--- src/rtl/fpu_issue_unit_if.sv ---
// Bundle of the host request/response channels and the arithmetic-unit issue/return channel
// for one fpu_issue_unit. The master modport is the issue unit's view.
interface fpu_issue_unit_if;
  // Host request
  logic        req_valid_i;
  logic        req_ready_o;
  logic [31:0] req_x_i;
  logic [31:0] req_y_i;
  // Issue to the arithmetic unit
  logic        unit_data_valid_o;
  logic        unit_x_sign_o;
  logic        unit_y_sign_o;
  logic [7:0]  unit_x_exp_o;
  logic [7:0]  unit_y_exp_o;
  logic [22:0] unit_x_frac_o;
  logic [22:0] unit_y_frac_o;
  logic        unit_x_greater_o;
  logic [7:0]  unit_exp_shift_o;
  logic        unit_x_infinity_o;
  logic        unit_y_infinity_o;
  logic        unit_x_nan_o;
  logic        unit_y_nan_o;
  // Return from the arithmetic unit
  logic        unit_data_valid_i;
  logic [31:0] unit_z_i;
  logic        unit_invalid_i;
  logic        unit_overflow_i;
  // Host response
  logic        rsp_valid_o;
  logic        rsp_ready_i;
  logic [31:0] rsp_z_o;
  logic        rsp_invalid_o;
  logic        rsp_overflow_o;
  logic        rsp_timeout_o;

  modport master (
    input  req_valid_i, req_x_i, req_y_i,
    output req_ready_o,
    output unit_data_valid_o, unit_x_sign_o, unit_y_sign_o, unit_x_exp_o, unit_y_exp_o,
    output unit_x_frac_o, unit_y_frac_o, unit_x_greater_o, unit_exp_shift_o,
    output unit_x_infinity_o, unit_y_infinity_o, unit_x_nan_o, unit_y_nan_o,
    input  unit_data_valid_i, unit_z_i, unit_invalid_i, unit_overflow_i,
    output rsp_valid_o, rsp_z_o, rsp_invalid_o, rsp_overflow_o, rsp_timeout_o,
    input  rsp_ready_i
  );

  modport slave (
    output req_valid_i, req_x_i, req_y_i,
    input  req_ready_o,
    input  unit_data_valid_o, unit_x_sign_o, unit_y_sign_o, unit_x_exp_o, unit_y_exp_o,
    input  unit_x_frac_o, unit_y_frac_o, unit_x_greater_o, unit_exp_shift_o,
    input  unit_x_infinity_o, unit_y_infinity_o, unit_x_nan_o, unit_y_nan_o,
    output unit_data_valid_i, unit_z_i, unit_invalid_i, unit_overflow_i,
    input  rsp_valid_o, rsp_z_o, rsp_invalid_o, rsp_overflow_o, rsp_timeout_o,
    output rsp_ready_i
  );
endinterface

--- src/rtl/fpu_issue_unit.sv ---
// Decomposes IEEE-754 single operand pairs, issues them to one iterative FPU unit and returns
// its result to the host. Define FPU_ISSUE_TIMEOUT_EN to bound the wait for the unit.
module fpu_issue_unit #(
  parameter int unsigned TIMEOUT_CYCLES = 64
) (
  input logic              clk_i,
  input logic              rst_i,
  fpu_issue_unit_if.master bus
);

  if (TIMEOUT_CYCLES < 2) begin : g_param_check
    $error("TIMEOUT_CYCLES must be at least 2");
  end

  typedef enum logic [1:0] {StIdle, StIssue, StWait, StResp} state_e;

  state_e state_q, state_d;

  logic        req_ready_q;
  logic        accept;
  logic        unit_done;
  logic        tmo_expire;
  logic        unit_issue;
  logic        rsp_valid;

  logic        x_sign_q, y_sign_q;
  logic [7:0]  x_exp_q, y_exp_q;
  logic [22:0] x_frac_q, y_frac_q;
  logic        x_greater_q;
  logic [7:0]  exp_shift_q;
  logic        x_inf_q, y_inf_q, x_nan_q, y_nan_q;

  logic [31:0] rsp_z_q;
  logic        rsp_invalid_q;
  logic        rsp_overflow_q;

  logic [7:0]  x_exp, y_exp;
  logic [22:0] x_frac, y_frac;

  assign x_exp  = bus.req_x_i[30:23];
  assign y_exp  = bus.req_y_i[30:23];
  assign x_frac = bus.req_x_i[22:0];
  assign y_frac = bus.req_y_i[22:0];

  // req_ready_q is only ever high in IDLE, so it alone qualifies an accept.
  assign accept    = bus.req_valid_i & req_ready_q;
  assign unit_done = (state_q == StWait) & bus.unit_data_valid_i;

  always_ff @(posedge clk_i or posedge rst_i) begin
    if (rst_i) begin
      state_q     <= StIdle;
      req_ready_q <= 1'b0;
    end else begin
      state_q     <= state_d;
      req_ready_q <= (state_d == StIdle);
    end
  end

  always_comb begin
    state_d = state_q;
    unique case (state_q)
      StIdle:  if (accept) state_d = StIssue;
      StIssue: state_d = StWait;
      StWait:  if (bus.unit_data_valid_i || tmo_expire) state_d = StResp;
      StResp:  if (bus.rsp_ready_i) state_d = StIdle;
      default: state_d = StIdle;
    endcase
  end

  always_comb begin
    unit_issue = 1'b0;
    rsp_valid  = 1'b0;
    unique case (state_q)
      StIssue: unit_issue = 1'b1;
      StResp:  rsp_valid  = 1'b1;
      default: ;
    endcase
  end

  // Operand metadata is held from one accept to the next.
  always_ff @(posedge clk_i or posedge rst_i) begin
    if (rst_i) begin
      x_sign_q    <= 1'b0;
      y_sign_q    <= 1'b0;
      x_exp_q     <= '0;
      y_exp_q     <= '0;
      x_frac_q    <= '0;
      y_frac_q    <= '0;
      x_greater_q <= 1'b0;
      exp_shift_q <= '0;
      x_inf_q     <= 1'b0;
      y_inf_q     <= 1'b0;
      x_nan_q     <= 1'b0;
      y_nan_q     <= 1'b0;
    end else if (accept) begin
      x_sign_q    <= bus.req_x_i[31];
      y_sign_q    <= bus.req_y_i[31];
      x_exp_q     <= x_exp;
      y_exp_q     <= y_exp;
      x_frac_q    <= x_frac;
      y_frac_q    <= y_frac;
      x_greater_q <= (bus.req_x_i[30:0] >= bus.req_y_i[30:0]);
      exp_shift_q <= (x_exp >= y_exp) ? (x_exp - y_exp) : (y_exp - x_exp);
      x_inf_q     <= (x_exp == 8'hFF) && (x_frac == '0);
      y_inf_q     <= (y_exp == 8'hFF) && (y_frac == '0);
      x_nan_q     <= (x_exp == 8'hFF) && (x_frac != '0);
      y_nan_q     <= (y_exp == 8'hFF) && (y_frac != '0);
    end
  end

  // A unit response in the expiry cycle takes priority over the timeout result.
  always_ff @(posedge clk_i or posedge rst_i) begin
    if (rst_i) begin
      rsp_z_q        <= '0;
      rsp_invalid_q  <= 1'b0;
      rsp_overflow_q <= 1'b0;
    end else if (unit_done) begin
      rsp_z_q        <= bus.unit_z_i;
      rsp_invalid_q  <= bus.unit_invalid_i;
      rsp_overflow_q <= bus.unit_overflow_i;
    end else if (tmo_expire) begin
      rsp_z_q        <= 32'h7FC0_0000;
      rsp_invalid_q  <= 1'b1;
      rsp_overflow_q <= 1'b0;
    end
  end

`ifdef FPU_ISSUE_TIMEOUT_EN
  localparam logic [7:0] TimeoutLast = 8'(TIMEOUT_CYCLES - 1);

  logic [7:0] tmo_cnt_q;
  logic       rsp_timeout_q;

  // Counter is 0 in the first WAIT cycle, so expiry lands on the TIMEOUT_CYCLES-th one.
  assign tmo_expire = (state_q == StWait) && (tmo_cnt_q == TimeoutLast);

  always_ff @(posedge clk_i or posedge rst_i) begin
    if (rst_i) begin
      tmo_cnt_q     <= '0;
      rsp_timeout_q <= 1'b0;
    end else begin
      if (state_q == StIssue) begin
        tmo_cnt_q <= '0;
      end else if (state_q == StWait) begin
        tmo_cnt_q <= tmo_cnt_q + 8'd1;
      end
      if (unit_done) begin
        rsp_timeout_q <= 1'b0;
      end else if (tmo_expire) begin
        rsp_timeout_q <= 1'b1;
      end
    end
  end

  assign bus.rsp_timeout_o = rsp_timeout_q;
`else
  assign tmo_expire        = 1'b0;
  assign bus.rsp_timeout_o = 1'b0;
`endif

  assign bus.req_ready_o       = req_ready_q;
  assign bus.unit_data_valid_o = unit_issue;
  assign bus.unit_x_sign_o     = x_sign_q;
  assign bus.unit_y_sign_o     = y_sign_q;
  assign bus.unit_x_exp_o      = x_exp_q;
  assign bus.unit_y_exp_o      = y_exp_q;
  assign bus.unit_x_frac_o     = x_frac_q;
  assign bus.unit_y_frac_o     = y_frac_q;
  assign bus.unit_x_greater_o  = x_greater_q;
  assign bus.unit_exp_shift_o  = exp_shift_q;
  assign bus.unit_x_infinity_o = x_inf_q;
  assign bus.unit_y_infinity_o = y_inf_q;
  assign bus.unit_x_nan_o      = x_nan_q;
  assign bus.unit_y_nan_o      = y_nan_q;
  assign bus.rsp_valid_o       = rsp_valid;
  assign bus.rsp_z_o           = rsp_z_q;
  assign bus.rsp_invalid_o     = rsp_invalid_q;
  assign bus.rsp_overflow_o    = rsp_overflow_q;

endmodule

--- src/flat_wrapper.sv ---
// flat-port wrapper written by rule: the top's interface ports become plain ports
module fpu_issue_unit_flat 
#(
  parameter int unsigned TIMEOUT_CYCLES = 64
)
  (clk_i, rst_i, bus_req_valid_i, bus_req_x_i, bus_req_y_i, bus_req_ready_o, bus_unit_data_valid_o, bus_unit_x_sign_o, bus_unit_y_sign_o, bus_unit_x_exp_o, bus_unit_y_exp_o, bus_unit_x_frac_o, bus_unit_y_frac_o, bus_unit_x_greater_o, bus_unit_exp_shift_o, bus_unit_x_infinity_o, bus_unit_y_infinity_o, bus_unit_x_nan_o, bus_unit_y_nan_o, bus_unit_data_valid_i, bus_unit_z_i, bus_unit_invalid_i, bus_unit_overflow_i, bus_rsp_valid_o, bus_rsp_z_o, bus_rsp_invalid_o, bus_rsp_overflow_o, bus_rsp_timeout_o, bus_rsp_ready_i);
  fpu_issue_unit_if bus_i ();
  input logic clk_i;
  input logic rst_i;
  input wire logic [$bits(bus_i.req_valid_i)-1:0] bus_req_valid_i;
  input wire logic [$bits(bus_i.req_x_i)-1:0] bus_req_x_i;
  input wire logic [$bits(bus_i.req_y_i)-1:0] bus_req_y_i;
  output wire logic [$bits(bus_i.req_ready_o)-1:0] bus_req_ready_o;
  output wire logic [$bits(bus_i.unit_data_valid_o)-1:0] bus_unit_data_valid_o;
  output wire logic [$bits(bus_i.unit_x_sign_o)-1:0] bus_unit_x_sign_o;
  output wire logic [$bits(bus_i.unit_y_sign_o)-1:0] bus_unit_y_sign_o;
  output wire logic [$bits(bus_i.unit_x_exp_o)-1:0] bus_unit_x_exp_o;
  output wire logic [$bits(bus_i.unit_y_exp_o)-1:0] bus_unit_y_exp_o;
  output wire logic [$bits(bus_i.unit_x_frac_o)-1:0] bus_unit_x_frac_o;
  output wire logic [$bits(bus_i.unit_y_frac_o)-1:0] bus_unit_y_frac_o;
  output wire logic [$bits(bus_i.unit_x_greater_o)-1:0] bus_unit_x_greater_o;
  output wire logic [$bits(bus_i.unit_exp_shift_o)-1:0] bus_unit_exp_shift_o;
  output wire logic [$bits(bus_i.unit_x_infinity_o)-1:0] bus_unit_x_infinity_o;
  output wire logic [$bits(bus_i.unit_y_infinity_o)-1:0] bus_unit_y_infinity_o;
  output wire logic [$bits(bus_i.unit_x_nan_o)-1:0] bus_unit_x_nan_o;
  output wire logic [$bits(bus_i.unit_y_nan_o)-1:0] bus_unit_y_nan_o;
  input wire logic [$bits(bus_i.unit_data_valid_i)-1:0] bus_unit_data_valid_i;
  input wire logic [$bits(bus_i.unit_z_i)-1:0] bus_unit_z_i;
  input wire logic [$bits(bus_i.unit_invalid_i)-1:0] bus_unit_invalid_i;
  input wire logic [$bits(bus_i.unit_overflow_i)-1:0] bus_unit_overflow_i;
  output wire logic [$bits(bus_i.rsp_valid_o)-1:0] bus_rsp_valid_o;
  output wire logic [$bits(bus_i.rsp_z_o)-1:0] bus_rsp_z_o;
  output wire logic [$bits(bus_i.rsp_invalid_o)-1:0] bus_rsp_invalid_o;
  output wire logic [$bits(bus_i.rsp_overflow_o)-1:0] bus_rsp_overflow_o;
  output wire logic [$bits(bus_i.rsp_timeout_o)-1:0] bus_rsp_timeout_o;
  input wire logic [$bits(bus_i.rsp_ready_i)-1:0] bus_rsp_ready_i;
  assign bus_i.req_valid_i = bus_req_valid_i;
  assign bus_i.req_x_i = bus_req_x_i;
  assign bus_i.req_y_i = bus_req_y_i;
  assign bus_req_ready_o = bus_i.req_ready_o;
  assign bus_unit_data_valid_o = bus_i.unit_data_valid_o;
  assign bus_unit_x_sign_o = bus_i.unit_x_sign_o;
  assign bus_unit_y_sign_o = bus_i.unit_y_sign_o;
  assign bus_unit_x_exp_o = bus_i.unit_x_exp_o;
  assign bus_unit_y_exp_o = bus_i.unit_y_exp_o;
  assign bus_unit_x_frac_o = bus_i.unit_x_frac_o;
  assign bus_unit_y_frac_o = bus_i.unit_y_frac_o;
  assign bus_unit_x_greater_o = bus_i.unit_x_greater_o;
  assign bus_unit_exp_shift_o = bus_i.unit_exp_shift_o;
  assign bus_unit_x_infinity_o = bus_i.unit_x_infinity_o;
  assign bus_unit_y_infinity_o = bus_i.unit_y_infinity_o;
  assign bus_unit_x_nan_o = bus_i.unit_x_nan_o;
  assign bus_unit_y_nan_o = bus_i.unit_y_nan_o;
  assign bus_i.unit_data_valid_i = bus_unit_data_valid_i;
  assign bus_i.unit_z_i = bus_unit_z_i;
  assign bus_i.unit_invalid_i = bus_unit_invalid_i;
  assign bus_i.unit_overflow_i = bus_unit_overflow_i;
  assign bus_rsp_valid_o = bus_i.rsp_valid_o;
  assign bus_rsp_z_o = bus_i.rsp_z_o;
  assign bus_rsp_invalid_o = bus_i.rsp_invalid_o;
  assign bus_rsp_overflow_o = bus_i.rsp_overflow_o;
  assign bus_rsp_timeout_o = bus_i.rsp_timeout_o;
  assign bus_i.rsp_ready_i = bus_rsp_ready_i;
  fpu_issue_unit #(.TIMEOUT_CYCLES(TIMEOUT_CYCLES)) u_core (.clk_i(clk_i), .rst_i(rst_i), .bus(bus_i));
endmodule
--- config.mk ---
export PLATFORM = sky130hd
export DESIGN_NAME = fpu_issue_unit_flat
export DESIGN_NICKNAME = d
export VERILOG_FILES = /design/src/rtl/fpu_issue_unit_if.sv /design/src/rtl/fpu_issue_unit.sv /design/src/flat_wrapper.sv
export SDC_FILE = /design/constraint.sdc
export NUM_CORES = 1
export LEC_CHECK = 0
export ABC_AREA = 1
export ABC_CLOCK_PERIOD_IN_PS = 5150
export BUFFER_PORTS_ARGS = -buffer_cell sky130_fd_sc_hd__clkbuf_2
export CELL_PAD_IN_SITES_DETAIL_PLACEMENT = 0
export CELL_PAD_IN_SITES_GLOBAL_PLACEMENT = 1
export CORE_ASPECT_RATIO = 0.9
export CORE_MARGIN = 2
export CORE_UTILIZATION = 39
export CTS_CLUSTER_SIZE = 12
export DETAILED_ROUTE_END_ITERATION = 12
export PLACE_DENSITY_LB_ADDON = 0.1
export SETUP_SLACK_MARGIN = 0.5
export SLEW_MARGIN = 20
export SYNTH_ARGS = -nofsm -noshare
export SYNTH_HDL_FRONTEND = slang
export SYNTH_SLANG_ARGS = --single-unit
--- constraint.sdc ---
create_clock -name clk_i -period 5.15 [get_ports clk_i]
set_input_delay 0.515 -clock clk_i [delete_from_list [all_inputs] [get_ports clk_i]]
set_output_delay 0.515 -clock clk_i [all_outputs]
set_load 0.03 [all_outputs]
==> results.toml, run 1 <==
[outcome]
outcome = "complete, no violations"

[critical_path]
crit_start = "u_core.bus.req_ready_o"
arrival_ns = 2.50
r2r-start = "u_core.bus.req_ready_o"
crit_path_end_kind = "flop"
cp-start-kind = "flop"
critPathMaxStageDelay_ns = 0.56
crit_fanout = 69
crit_chain = "nand2_4, inv_1, nand2_1, nor4_1, inv_1, o21ai_0"
cp_slowest_cell = "inv_1"
worstSetupPathType = "reg -> reg"
critPathRequiredTime_ns = 5.49
cpMostUsedCell = "inv_1"

[drt]
drt_first_pass_iters = 5
wl_um = 17100
drt-initial-drc-count = 261
wire_per_inst_um = 15.3
vias_per_cell = 4.72
drc = 0
ant_nets = 0
route.vias.total = 5262

[cells_and_area]
nNetsFinal = 1049
area_delta_synth_final_pct = 30.7
final_cells = 1116
antennaDiodeCount = 0
finalInstanceArea_um2 = 7800
regArea_um2 = 2850
multiInputGateArea_um2 = 2620
nFillCells = 1511
final_cell_mix = "clkbuf_2, nand2_1, dfrtp_1, inv_1, o21ai_0"
final_common_cell = "clkbuf_2"
drive_above_1_share_pct = 33.1

[pwr]
p_per_area_nw_per_um2 = 616
ir_drop_uv = 298
p_leak_nw = 4.44

[clock_tree]
cts_buffers = 17
hold_buffers = 0
h-tree-depth = 4
cts_tree = "built"
cts-root-buf = "clkbuf_16"
post-cts-setup-buffer-count = 0
cts_buffer_depth = 2
cts.sinks = 114
cts.reportedPaths.clkPinSlew_ns = 0.06
cts_resized = 0
clock_latency_ns = 0.42

[grt]
grt_usage_pct = 21.4
antenna_found_initial = 0
grt_pass1_wl_um = 26700
grt_max_degree = 72
overflow = 0
grt_pass1_vias = 5120

[placement]
dp_cells = 1084
place_area_um2 = 7200
port_buffers = 216
post-dp-hpwl_um = 13300
gp_congestion = 0.875

[timing]
min_period_over_period_pct = 41.9
hold_viol_final = 0
tns_ns = 0
final.min_clock_period_ns = 2.16
rsz0062_at_grt = "false"
worst_pin_slew_ns = 0.892
fmax_mhz = 464
max-slew-margin-rel_pct = 40.5
skew_ns = 0.00703
drv_slew = 0
setup_viol = 0
holdWs_ns = 0.258

[floorplanning]
coreArea_um2 = 14800
die_h_um = 121
dieArea_um2 = 16300
start_util_pct = 40.3
core.rowCount = 42
die_w_um = 134
io_pins = 218

[yosys]
yosys_register_bits = 114
mappedNetlistArea_um2 = 5970
mappedNetlistNets = 834
synth_ff_type = "dfrtp_1"
synth.yosys.seq_area_share_pct = 47.8
netlist_instances = 690
avgSynthCellArea_um2 = 8.65
ys_warn_count = 0
synth_edf_count = 0
synth-async-reset-ratio_pct = 100
ys_types = 35

[job]
maxCapViolCount = 0

[hold_path]
min_path_type = "in -> async"
-- flip-flops by register name (all words and copies together), names as in the netlist --
name / cells
u_core.bus.unit_y_sign_o: 1
u_core.bus.unit_y_exp_o: 8
u_core.state_q: 2
u_core.bus.req_ready_o: 1
u_core.bus.unit_y_infinity_o: 1
u_core.bus.unit_x_exp_o: 8
u_core.bus.unit_exp_shift_o: 8
u_core.bus.unit_y_frac_o: 23
u_core.bus.rsp_invalid_o: 1
u_core.bus.unit_y_nan_o: 1
u_core.bus.unit_x_greater_o: 1
u_core.bus.unit_x_sign_o: 1
u_core.bus.rsp_z_o: 32
u_core.bus.unit_x_nan_o: 1
u_core.bus.unit_x_frac_o: 23
u_core.bus.unit_x_infinity_o: 1
u_core.bus.rsp_overflow_o: 1
-- metal layers --
metal | track usage, % | wire length (um) | vias up
li1 | - | - | 2623
met1 | 29.6 | 7970 | 2445
met2 | 32.5 | 7580 | 174
met3 | 5.81 | 1230 | 20
met4 | 7.43 | 279 | 0
met5 | 0 | 0 | -
-- worst max-delay path: cells and delay by family (launching register included) --
kind | cells | cell delay, ns
flops | 1 | 0.41
buf+inv | 2 | 0.62
compound gates | 1 | 0.15
simple gates | 3 | 0.85
-- synthesized netlist by cell type (4+ instances only) --
library cell	count	area (um^2)
mux2_2	34	383
clkbuf_1	12	45.0
nor2_1	26	97.6
ha_1	39	488
a21oi_1	16	80.1
buf_2	4	20.0
nand4_1	14	87.6
nand2_2	6	37.5
o21ai_0	62	310
nand2_1	209	785
nand3_1	16	80.1
xor2_1	4	35.0
dfrtp_1	114	2850
inv_1	101	379
-- kinds of logic (layout without fill, tap and decap cells) --
logic type,Yosys count,after routing,share of synthesized area (%)
AND/OR/NAND/NOR,286,286,20.2
buffers and inverters,125,353,8.55
flip-flops,114,114,47.8
AO/OA/AOI/OAI,84,84,7.40
adder cells (fa/ha/maj),41,41,8.84
multiplexers,34,34,6.41
XOR/XNOR,5,5,0.733
other,1,1,0.0628
-- metrics by stage --
stage	power, W	setup slack, ns	util [%]
2_1_floorplan	0.00297	1.62	-
3_3_place_gp	0.00361	2.84	48.6
3_5_place_dp	0.00365	2.79	48.6
4_1_cts	0.00486	2.98	52.7
5_1_grt	0.00509	2.73	52.7
6_report	0.00481	2.99	52.7
-- power breakdown --
part / total [W] / internal [W] / switching, W
registers: 0.00155 / 0.00131 / 0.000235
clock network: 0.00120 / 0.000744 / 0.000452
logic: 0.00206 / 0.000615 / 0.00145
-- worst paths after layout --
kind / cells past startpoint / slack, ns / endpoint
min in group clk_i: 3 / 0.30 / u_core.bus.unit_y_sign_o
worst min register to register: 2 / 0.48 / u_core.bus.unit_exp_shift_o[4]
max in group asynchronous: 3 / 3.76 / u_core.bus.unit_exp_shift_o[4]
worst max register to register: 6 / 2.99 / u_core.bus.unit_y_infinity_o
worst max-delay path: 6 / 2.99 / u_core.bus.unit_y_infinity_o
worst min-delay path: 2 / 0.26 / u_core.bus.rsp_z_o[23]
-- final cells by class --
cell class / instances / share of cell area (%)
clock inverter: 13 / 1.92
clock buffer: 19 / 5.80
inverter: 103 / 4.99
timing repair buffer: 218 / 14.0
sequential: 114 / 36.6
multi-input combinational: 451 / 33.5
tap: 198 / 3.17
(Power assumes the default switching activity.)
==> run 2: changes to the inputs <==
--- a/config.mk
+++ b/config.mk
@@ -5,14 +5,14 @@
 export SDC_FILE = /design/constraint.sdc
 export NUM_CORES = 1
 export LEC_CHECK = 0
-export ABC_AREA = 1
-export ABC_CLOCK_PERIOD_IN_PS = 5150
+export ABC_AREA = 0
+export ABC_CLOCK_PERIOD_IN_PS = 2000
 export BUFFER_PORTS_ARGS = -buffer_cell sky130_fd_sc_hd__clkbuf_2
 export CELL_PAD_IN_SITES_DETAIL_PLACEMENT = 0
 export CELL_PAD_IN_SITES_GLOBAL_PLACEMENT = 1
 export CORE_ASPECT_RATIO = 0.9
 export CORE_MARGIN = 2
-export CORE_UTILIZATION = 39
+export CORE_UTILIZATION = 37
 export CTS_CLUSTER_SIZE = 12
 export DETAILED_ROUTE_END_ITERATION = 12
 export PLACE_DENSITY_LB_ADDON = 0.1
==> constraint.sdc (replaced) <==
create_clock -name clk_i -period 2 [get_ports clk_i]
set_input_delay 0.2 -clock clk_i [delete_from_list [all_inputs] [get_ports clk_i]]
set_output_delay 0.2 -clock clk_i [all_outputs]
set_load 0.03 [all_outputs]
==> run 2 against run 1 <==
Final cell count down 4.6%. Via count is 3.8% lower. Count of clock-buffer cells in the layout is 2 lower. Clock skew rose by 0.0076 ns. Wire length is 2.4% lower. Largest cell class unchanged. Design area up 7.0%. Critical path depth increased by 3. Utilization grew 3.5 points. Clock power grew to 2.7 times the previous value. Synthesized area shrank 4.7%. First-iteration DRC count decreased by 28%.
==> results.toml, run 2 <==
[placement]
gp_congestion = 0.872
port_buffers = 216
post-dp-hpwl_um = 12600
dp_cells = 1004

[timing]
drv_slew = 0
rsz0062_at_grt = "true"
hold_viol_final = 0
max-slew-margin-rel_pct = 59.7
worst_pin_slew_ns = 0.604
min_period_over_period_pct = 88.7
final.min_clock_period_ns = 1.77
holdWs_ns = 0.00834
skew_ns = 0.0146
fmax_mhz = 564
setup_viol = 0

[drt]
ant_nets = 0
drt-initial-drc-count = 188
route.vias.total = 5061
wire_per_inst_um = 15.6
drc = 0
wl_um = 16700
drt_first_pass_iters = 5
vias_per_cell = 4.75

[clock_tree]
clock_latency_ns = 0.43
cts_buffers = 17
cts-root-buf = "clkbuf_16"
cts_tree = "built"
h-tree-depth = 4
cts.sinks = 114
cts.reportedPaths.clkPinSlew_ns = 0.06
cts_buffer_depth = 2

[cells_and_area]
nFillCells = 1375
nNetsFinal = 998
final_cell_mix = "clkbuf_2, nand2_1, dfrtp_1, o21ai_0, buf_4"
final_cells = 1065
antennaDiodeCount = 0
area_delta_synth_final_pct = 46.9
drive_above_1_share_pct = 41.8
fin_util_pct = 56.2
largest_reg_flops = 32
final_common_cell = "clkbuf_2"

[yosys]
ys_types = 51
yosys_register_bits = 114
yosys.area.top_type = "dfrtp_1"
synth-async-reset-ratio_pct = 100
synth_top_area_share_pct = 50.2
netlist_instances = 575
synth.most_common_cell = "nand2_1"
avgSynthCellArea_um2 = 9.89
yosys-top-cells-area = "dfrtp_1, nand2_1, ha_1, mux2_2, o21ai_0"
yosys.area_share.simple_pct = 16.1
mappedNetlistArea_um2 = 5690
ys_warn_count = 0
synth_compound_area_share_pct = 11.6
synthAdderAreaFrac_pct = 9.28
mappedNetlistNets = 719
synth_commonest_cells = "nand2_1, dfrtp_1, o21ai_0"
synth_ff_type = "dfrtp_1"
synth_mux_area_share_pct = 7.55
synth.yosys.seq_area_share_pct = 50.2
synth_xor_area_share_pct = 0.308
synth_top_family_by_area = "simple AND/OR/NAND/NOR gates"
synth_edf_count = 0

[critical_path]
cpMostUsedCell = "nand3b_1"
critPathMaxStageDelay_ns = 0.47
worst-path-buf-inv = 1
critPathTopFamily = "simple AND/OR/NAND/NOR gates"
worstSetupPathType = "in -> reg"
cp-start-kind = "primary input"
crit_path_end_kind = "flop"
cp_slowest_cell = "or4_1"
crit_fanout = 4
crit_chain = "buf_2, ha_4, fa_2, nand3b_1, a31o_1, nand3b_1, nor3b_2, or4_1, a31oi_1"
critPathRequiredTime_ns = 2.34
arrival_ns = 2.11

[floorplanning]
die_w_um = 135
core.rowCount = 42
start_util_pct = 38.2
die_h_um = 122
dieArea_um2 = 16400
coreArea_um2 = 14900
io_pins = 218

[grt]
overflow = 0
grt_usage_pct = 20.4
antenna_found_initial = 1
grt_max_degree = 115
grt_pass1_vias = 5212
grt_pass1_wl_um = 25800

[pwr]
pwr-share-comb_pct = 43.4
ir_drop_uv = 777
p_leak_nw = 4.38
pwr-share-clk_pct = 25.3
p_per_area_nw_per_um2 = 1520
p_switching_w = 0.00555
swShare_pct = 43.7
p_int_w = 0.00715
power_w = 0.0127
p_seq_share_pct = 31.3

[hold_path]
min_path_type = "in -> reg"

[job]
maxCapViolCount = 0

[outcome]
outcome = "complete, no violations"
run 2: kinds of logic (layout without fill, tap and decap cells):
logic type      count (synthesis)  in the layout
compound gates                104            104
other cells                     1              1
xor+xnor                        2              2
flops                         114            114
buf+inv                        68            360
simple gates                  207            207
mux                            38             38
fa+ha+maj                      41             41
run 2: worst register-to-register path, delay by kind of cell, from the launching register on:
kind          cells  cell delay (ns)
flops             1             0.41
mux               1             0.40
buf+inv           1             0.31
simple gates      1             0.17
run 2: final timing paths:
| check | from | endpoint | slack (ns) | depth (start not counted) |
|---|---|---|---|---|
| max | bus_req_y_i[23] | u_core.bus.unit_exp_shift_o[7] | 0.23 | 9 |
| min | bus_unit_z_i[3] | u_core.bus.rsp_z_o[3] | 0.008 | 2 |
| max reg2reg | u_core.state_q[0] | u_core.bus.rsp_z_o[18] | 0.60 | 3 |
| min reg2reg | u_core.bus.unit_y_sign_o | u_core.bus.unit_y_sign_o | 0.48 | 2 |
| max in group asynchronous | rst_i | u_core.bus.unit_x_exp_o[2] | 1.02 | 4 |
| min in group asynchronous | rst_i | u_core.bus.rsp_z_o[23] | 0.51 | 4 |
run 2: timing repair:
action	CTS	global route
hold buffers	20	4
resized for setup	17	15
setup buffers	4	1
hold endpoints to repair	121	4
pin swaps	10	9
setup endpoints to repair	8	43
run 2: power by group through the flow:
stage | Combinational, W | Sequential (W) | Clock (W)
final | 0.00551 | 0.00398 | 0.00321
after detailed placement | 0.00548 | 0.00401 | 0
after CTS | 0.00555 | 0.00399 | 0.00327
after global placement | 0.00540 | 0.00396 | 0
after floorplan | 0.00158 | 0.00605 | 0
after global routing | 0.00592 | 0.00412 | 0.00340
run 2: per-stage QoR:
step           cell area [um^2]  setup TNS [ns]  worst slack [ns]
2_1_floorplan              5770         -0.0379           -0.0251
3_3_place_gp               7320           -1.74            -0.313
3_5_place_dp               7320           -2.16            -0.362
4_1_cts                    8250               0             0.267
5_1_grt                    8350               0             0.173
6_report                   8350               0             0.226
run 2: layout make-up:
| cell class | count | area (um^2) | area share (%) |
|---|---|---|---|
| Sequential cell | 114 | 2850 | 34.2 |
| Clock buffer | 17 | 425 | 5.09 |
| Tap cell | 198 | 248 | 2.97 |
| Inverter | 42 | 179 | 2.14 |
| Clock inverter | 15 | 201 | 2.41 |
| Multi-Input combinational cell | 393 | 2720 | 32.5 |
| Timing Repair Buffer | 286 | 1730 | 20.7 |
run 2: metal layers:
layer / GRT usage [%] / share of wire [%] / vias to the layer above
li1: - / - / 2524
met1: 24.4 / 43 / 2404
met2: 33.9 / 50 / 115
met3: 8.07 / 6.1 / 16
met4: 6.25 / 1.0 / 2
met5: 0 / 0.078 / -
==> run 3: changes to the inputs <==
--- a/config.mk
+++ b/config.mk
@@ -6,7 +6,7 @@
 export NUM_CORES = 1
 export LEC_CHECK = 0
 export ABC_AREA = 0
-export ABC_CLOCK_PERIOD_IN_PS = 2000
+export ABC_CLOCK_PERIOD_IN_PS = 1800
 export BUFFER_PORTS_ARGS = -buffer_cell sky130_fd_sc_hd__clkbuf_2
 export CELL_PAD_IN_SITES_DETAIL_PLACEMENT = 0
 export CELL_PAD_IN_SITES_GLOBAL_PLACEMENT = 1
@@ -16,6 +16,7 @@
 export CTS_CLUSTER_SIZE = 12
 export DETAILED_ROUTE_END_ITERATION = 12
 export PLACE_DENSITY_LB_ADDON = 0.1
+export REMOVE_ABC_BUFFERS = 1
 export SETUP_SLACK_MARGIN = 0.5
 export SLEW_MARGIN = 20
 export SYNTH_ARGS = -nofsm -noshare
==> constraint.sdc (replaced) <==
create_clock -name clk_i -period 1.8 [get_ports clk_i]
set_input_delay 0.18 -clock clk_i [delete_from_list [all_inputs] [get_ports clk_i]]
set_output_delay 0.18 -clock clk_i [all_outputs]
set_load 0.03 [all_outputs]
==> run 3 against run 2 <==
Via count up 7.1%. Clock power increased by 3%. Design area is 7.8% higher. Die area unchanged. Power is 14% higher. Clock skew shrank 0.0098 ns. Non-clock buffer count grew 58. Wire length increased by 9.5%. Critical endpoint is now u_core.bus.unit_exp_shift_o[3]. Largest power group unchanged. Highest routed layer is now met4.
==> results.toml, run 3 (synthesis gave the netlist of run 2 again) <==
[timing]
rsz0062_at_grt = "true"
final.min_clock_period_ns = 1.75
worst_pin_slew_ns = 0.556
hold_viol_final = 0
setup_ws_ns = 0.0454
fmax_mhz = 570
tns_ns = 0
holdWs_ns = 0.0171
drv_slew = 0
max-slew-margin-rel_pct = 62.9
skew_ns = 0.00482
min_period_over_period_pct = 97.5
setup_viol = 0

[drt]
wl_um = 18200
route.vias.total = 5419
wl_met3_um = 1020
drt-initial-drc-count = 223
dr_wl_met2_um = 8720
maxUsedRoutingLayer = "met4"
ant_nets = 0
vias_per_cell = 4.82
drc = 0
wire_per_inst_um = 16.2
drt-met1-wl_um = 8200
drt_first_pass_iters = 4

[floorplanning]
io_pins = 218
die_w_um = 135
start_util_pct = 38.2
die_h_um = 122
core.rowCount = 42
coreArea_um2 = 14900
dieArea_um2 = 16400

[cells_and_area]
final_cells = 1125
drive_above_1_share_pct = 45.2
final_common_cell = "clkbuf_2"
nFillCells = 1274
nNetsFinal = 1058
final_cell_mix = "clkbuf_2, nand2_1, dfrtp_1, buf_4, o21ai_0"
regArea_um2 = 2850
multiInputGateArea_um2 = 2820
area_delta_synth_final_pct = 58.4
largest_reg_flops = 32
antennaDiodeCount = 0

[pwr]
ir_drop_uv = 792
power_w = 0.0144
p_per_area_nw_per_um2 = 1600
p_leak_nw = 4.68

[placement]
gp_congestion = 0.868
port_buffers = 216
dpl_worst_slack_ns = -0.660
post-dp-hpwl_um = 12800
dp_cells = 1029

[clock_tree]
cts-root-buf = "clkbuf_16"
cts_tree = "built"
cts.sinks = 114
h-tree-depth = 4
clock_latency_ns = 0.41
cts_buffers = 17
cts_buffer_depth = 2
cts.reportedPaths.clkPinSlew_ns = 0.05

[grt]
overflow = 0
grt_usage_pct = 21.6
grt_pass1_vias = 5508
antenna_found_initial = 0
grt_pass1_wl_um = 27400
grt_max_degree = 71

[job]
maxCapViolCount = 0

[critical_path]
rrSetupSlack_ns = 0.49
cp-start-kind = "primary input"
critPathRequiredTime_ns = 2.14
crit_fanout = 5
arrival_ns = 2.10
crit_path_end_kind = "flop"
worstSetupPathType = "in -> reg"

[outcome]
outcome = "complete, no violations"

[hold_path]
min_path_type = "in -> reg"
==> run 3: cell count changes in the layout (fill, tap and decap cells not counted), moves of 3 or more <==
| cell | delta |
|---|---|
| buf_4 | +37 |
| dlygate4sd3_1 | +15 |
| buf_6 | +9 |
| clkbuf_2 | -8 |
| clkinv_4 | -4 |
| ha_1 | -4 |
| ha_4 | +4 |
| inv_1 | -4 |
| inv_2 | +4 |
| buf_8 | +3 |
| clkinv_2 | +3 |
| inv_4 | +3 |
| inv_8 | -3 |
==> run 3: layer usage <==
| metal | global-route usage (%) | vias up |
|---|---|---|
| met5 | 0 | - |
| met4 | 6.91 | 0 |
| met3 | 5.24 | 23 |
| met2 | 35.8 | 176 |
| met1 | 28.1 | 2573 |
| li1 | - | 2647 |
==> run 3: final timing paths <==
| path | end | from | cells after the start |
|---|---|---|---|
| setup / recovery | u_core.bus.unit_exp_shift_o[3] | bus_req_x_i[23] | 10 |
| hold / removal | u_core.bus.rsp_z_o[19] | bus_unit_z_i[19] | 2 |
| setup reg to reg | u_core.bus.unit_x_greater_o | u_core.bus.req_ready_o | 3 |
| hold reg to reg | u_core.bus.unit_x_frac_o[13] | u_core.bus.unit_x_frac_o[13] | 2 |
| max in group asynchronous | u_core.bus.rsp_z_o[5] | rst_i | 4 |
| min in group asynchronous | u_core.bus.unit_y_frac_o[14] | rst_i | 4 |
==> run 3: where the power goes <==
group          total [W]  switching [W]  leakage, nW  internal (W)
Combinational    0.00667        0.00435         3.01       0.00232
Clock            0.00331        0.00124        0.277       0.00208
Sequential       0.00442       0.000660         1.40       0.00376
Total             0.0144        0.00625         4.68       0.00816
==> run 3: critical path, cell delays in order <==
cell	delay, ns
buf_8	0.08
inv_4	0.03
ha_4	0.15
fa_2	0.33
nand3b_1	0.21
a31o_4	0.28
and2_4	0.19
mux2_4	0.31
a211o_1	0.27
nand3_1	0.06
==> run 3: layout make-up <==
type                    instances  share of cell area [%]
multi-input cells             395                    31.3
well taps                     198                    2.75
clock buffers                  20                    4.96
flip-flops and latches        114                    31.7
inverters                      42                    1.83
clock inverters                12                    1.47
repair buffers                344                    26.0
==> run 3: repair_timing <==
item                                    4_1_cts  5_1_grt
endpoints found under the hold margin       152        0
setup buffers                                 9       10
hold buffers                                 39        0
gates resized for setup                      58       33
pin swaps                                    24       23
cloned                                        1        5
endpoints found under the setup margin       68       86
==> run 3: stage by stage <==
stage,area (um^2),utilization [%]
finish,9010,60.6
global route,9010,60.6
CTS,8730,58.7
detailed placement,7440,50.0
global placement,7440,50.0
floorplan,5570,-
